$ cat src/rtl/turbo_punct_serializer.sv
// Turbo encoder output stage: muxes systematic/parity words into an LSB-first serial stream.
// Rate 1/3 by default; define TURBO_PUNCTURE_EN for rate 1/2 (alternating par1/par2).
module turbo_punct_serializer #(
  parameter int WORD_W = 8
) (
  input  logic              clk,
  input  logic              reset,
  input  logic              in_valid,
  output logic              in_ready,
  input  logic [WORD_W-1:0] sys_in,
  input  logic [WORD_W-1:0] par1_in,
  input  logic [WORD_W-1:0] par2_in,
  output logic              out_valid,
  input  logic              out_ready,
  output logic              out_bit,
  output logic              out_sof,
  output logic              out_eof,
  output logic              busy
);

  localparam int IW = $clog2(WORD_W);
`ifdef TURBO_PUNCTURE_EN
  localparam logic [1:0] LAST_PH = 2'd1;
`else
  localparam logic [1:0] LAST_PH = 2'd2;
`endif

  typedef enum logic {IDLE, SHIFT} state_t;

  state_t            state, state_n;
  logic [WORD_W-1:0] sys_q, p1_q, p2_q;
  logic [IW-1:0]     idx, idx_n;
  logic [1:0]        ph, ph_n;
  logic              sel_bit;
  logic              fire;
  logic              last_xfer;
  logic              accept;

  always_ff @(posedge clk) begin
    if (reset) begin
      state <= IDLE;
      idx   <= '0;
      ph    <= '0;
      sys_q <= '0;
      p1_q  <= '0;
      p2_q  <= '0;
    end else begin
      state <= state_n;
      idx   <= idx_n;
      ph    <= ph_n;
      if (accept) begin
        sys_q <= sys_in;
        p1_q  <= par1_in;
        p2_q  <= par2_in;
      end
    end
  end

  // Punctured build reuses phase 1 for whichever parity survives at this index.
  always_comb begin
    sel_bit = 1'b0;
    case (ph)
      2'd0: sel_bit = sys_q[idx];
`ifdef TURBO_PUNCTURE_EN
      2'd1: sel_bit = idx[0] ? p2_q[idx] : p1_q[idx];
`else
      2'd1: sel_bit = p1_q[idx];
      2'd2: sel_bit = p2_q[idx];
`endif
      default: sel_bit = 1'b0;
    endcase
  end

  always_comb begin
    state_n   = state;
    idx_n     = idx;
    ph_n      = ph;
    out_valid = (state == SHIFT);
    busy      = (state == SHIFT);
    out_bit   = out_valid & sel_bit;
    out_sof   = out_valid && (idx == '0) && (ph == 2'd0);
    out_eof   = out_valid && (idx == IW'(WORD_W - 1)) && (ph == LAST_PH);
    fire      = out_valid && out_ready;
    last_xfer = fire && out_eof;
    in_ready  = (state == IDLE) || last_xfer;
    accept    = in_valid && in_ready;

    // A new block on the eof edge restarts the counters without an idle cycle.
    if (accept) begin
      state_n = SHIFT;
      idx_n   = '0;
      ph_n    = 2'd0;
    end else if (last_xfer) begin
      state_n = IDLE;
      idx_n   = '0;
      ph_n    = 2'd0;
    end else if (fire) begin
      if (ph == LAST_PH) begin
        ph_n  = 2'd0;
        idx_n = idx + IW'(1);
      end else begin
        ph_n  = ph + 2'd1;
      end
    end
  end

endmodule

$ cat config.mk
export PLATFORM = sky130hd
export DESIGN_NAME = turbo_punct_serializer
export DESIGN_NICKNAME = d
export VERILOG_FILES = /design/src/rtl/turbo_punct_serializer.sv
export SDC_FILE = /design/constraint.sdc
export NUM_CORES = 1
export LEC_CHECK = 0
export ABC_CLOCK_PERIOD_IN_PS = 1800
export CAP_MARGIN = 15
export CORE_MARGIN = 2
export CORE_UTILIZATION = 51
export CTS_BUF_LIST = sky130_fd_sc_hd__clkbuf_8
export DETAILED_ROUTE_END_ITERATION = 10
export GPL_TIMING_DRIVEN = 0
export PLACE_DENSITY_LB_ADDON = 0.3
export SLEW_MARGIN = 20
export SYNTH_ARGS = -nofsm -noshare
export SYNTH_HDL_FRONTEND = slang
export SYNTH_SLANG_ARGS = --single-unit
$ cat constraint.sdc
create_clock -name clk -period 1.8 [get_ports clk]
set_input_delay 0.27 -clock clk [delete_from_list [all_inputs] [get_ports clk]]
set_output_delay 0.27 -clock clk [all_outputs]
set_load 0.03 [all_outputs]
==> impl_results.md <==
* Status: finished with violations
* Failing checks: setup timing
* WS Path Type: register to output port
* Reg clk slew, reported paths at 0.06 ns
* Vias per cell at 5.32
* Die area at about 3200 sq um
* # IOs at 34
* Xor-xnor portion of the synthesized cell area at 0%
* DR vias at 1,166
* EDFF count, synth at 0
* Pins over their slew limit at 0
* Vias in the first global route at 1,146
* Critical Path RT at around 1.5 ns
* Final wirelength at 3300 microns
* R2R cell count at 9
* Synthesis-stage register bit count at 30
* Setup violations, final at 18
* Post-Syn Area at about 1400 sq um
* Hold Crit Depth at 2
* CTS Sinks at 30
* Post-DP HPWL at 2210 microns
* Post-route DRC at 0
* Max Cap Viol at 0
* DP Worst Slack at -0.562 ns
* Synth Instances at 140
* Layout cells sized above 1 at 22.9%
* Area leader, netlist: dfxtp_1
* Post-route cell area at between 2000 and 2500 sq um
* Placement-stage cell area at about 1800 sq um
* Crit path max fanout at 5
* Area contributors post-synth: dfxtp_1 42%, mux2i_1 20%, nor2_1 7.7%, mux4_1 7.4%, ha_1 2.6%
* Worst Clk Skew at 0.00453 ns
* Met1 WL at 1430 microns
* Overall power at 0.00153 W
* Die Y at 56.7 microns
* CTS Buffer Depth at 2
* Root buf cell: clkbuf_8
* WP data arrival at roughly 1.9 ns
* Initial antenna violation count at 0
* Ratio of final minimum period to clock period at 121%
* Fill cells at roughly 200
* Cts bufs inserted at 5
* Min Clock Period, post-route at 2.17 ns
* Fmax at 0.461 GHz
* Largest family of logic cells by synthesized area: multiplexers
* Simple-Gate Fraction of Synth Area at 15.9%
* Complex-gate fraction of the synthesized area at under 10%
* Adder-cell share of the synthesized area at around 2.6%
* Drt pass-1 iters at 4
* RSZ-0062 raised after global routing: true
* Dominant synthesized flop cell: dfxtp_1
* Syn nets at 171
* Power Density at 752 nW/um^2
* Placer Congestion at 0.723
* Total congestion overflow at 0
* Post-synthesis mux area share at approximately 29%
* HP Class: input pin to register
* Nets at 218
* Pin count of the biggest net entering global routing at 11
* Slew of the pin with the lowest slew margin at 0.454 ns
* DR WL met2 at 1640 microns
* First DRT Iteration DRCs at 21
* Die width at approximately 57 microns
* Crit end category: output port
* Core area at 2690 sq um
* Cell variety after synth at 26
* Final hold viol count at 0
* Commonest non-fill, non-tap cell in the layout: nor2_1
* Avg WL per Cell at between 15 and 20 microns
* Register area share after synthesis at 42.4%
* Finished Core Util at 75.8%
* Slew HR at between 60% and 70%
* Syn avg cell area at 10.1 sq um
* Yosys Warn Count at 0
* Area grow syn2layout at 43.7%
* Worst-Skew Late Latency at 0.29 ns
* CTS tree: yes
* Leak pwr at 0.820 nW
* Number of diodes at 0
* Peak supply drop at about 0.78 mV
* Most frequent cells in the layout: 29 x nor2_1, 28 x mux2i_1, 28 x clkdlybuf4s50_1
* First-pass GRT wire length at 5040 microns
* FFs w/ async S/R, synth at 0%
* Startpoint types: register
* Post-route setup slack at -0.370 ns
* Row Count at 19
* Antenna Nets Post-Route at 0
* Port-buffer cells at 32
* Uppermost layer routed: met4
* WL met3 at 157 microns
* Post-synth top area share at between 40 and 50%
* Initial Utilization at 52.8%
* # H-tree levels at 2
* Tot GR Track Use at 21.3%
* CTS hold repair buffers at 0
## state kept, by name, summed over array words and instances (netlist names)
name	cells
idx	3
sys_q	8
busy	1
p1_q	8
p2_q	8
ph	2
## layer usage
| metal | up-vias | GRT usage, % |
|---|---|---|
| met3 | 8 | 8.06 |
| met5 | - | 0 |
| met1 | 548 | 23.3 |
| li1 | 583 | - |
| met2 | 27 | 35.4 |
| met4 | 0 | 11.2 |
## critical path: stages (launching register included)
cell      delay, ns
dfxtp_2        0.35
buf_6          0.14
mux4_2         0.50
mux2_4         0.28
nand2_2        0.06
o211ai_1       0.09
buf_4          0.18
## power breakdown
part           total [W]  internal [W]  leakage, nW  switching [W]
logic           0.000253      0.000154        0.520      0.0000996
registers       0.000721      0.000699        0.248      0.0000216
clock network   0.000557      0.000302       0.0524       0.000255
## cells in the mapped netlist (all sizes together), types with 2 or more instances
master	number
mux4	4
dfxtp	30
nand4	3
a21oi	7
ha	3
nor3b	2
inv	3
nor2	29
nand2	8
mux2i	29
buf	6
clkbuf	4
## what timing repair did
item                                    CTS  global route
hold endpoints to repair                  0             0
pin swaps                                 1             1
gates cloned                              1             2
setup buffers                             1             4
endpoints found under the setup margin   24            29
gates resized for setup                  19            23
## kinds of logic (layout without fill, tap and decap cells)
family | after synthesis | count (layout)
adders and majority gates | 3 | 3
DFF | 30 | 30
and+or+nand+nor | 49 | 49
muxes | 34 | 34
buffers and inverters | 13 | 61
AOI/OAI and AO/OA | 11 | 11
## cell type report
cell class                 instances  area (sq um)  share of cell area [%]
buffer                            10          91.3                    4.48
sequential                        30           609                    29.9
tap                               31          38.8                    1.90
clock buffer                       6          82.6                    4.05
multi-input combinational         97           779                    38.3
clock inverter                     2          8.76                   0.430
inverter                           3          11.3                   0.553
timing repair buffer              40           415                    20.4
## worst paths after layout
check | slack [ns] | startpoint | end
worst min-delay path | 0.32 | reset | p1_q[0]$_SDFFE_PP0P_
worst min register to register | 0.49 | p2_q[7]$_SDFFE_PP0P_ | p2_q[7]$_SDFFE_PP0P_
worst max register to register | -0.05 | idx[0]$_SDFFE_PP0P_ | sys_q[2]$_SDFFE_PP0P_
worst max-delay path | -0.37 | idx[0]$_SDFFE_PP0P_ | out_bit
## metrics by stage
step,instances,hold WS (ns),setup TNS (ns)
2_1_floorplan,140,0.386,-0.0155
3_3_place_gp,203,0.463,-4.06
3_5_place_dp,203,0.481,-4.83
4_1_cts,213,0.328,-2.37
5_1_grt,219,0.355,-3.02
6_report,219,0.325,-0.834
(Power assumes the default switching activity.)
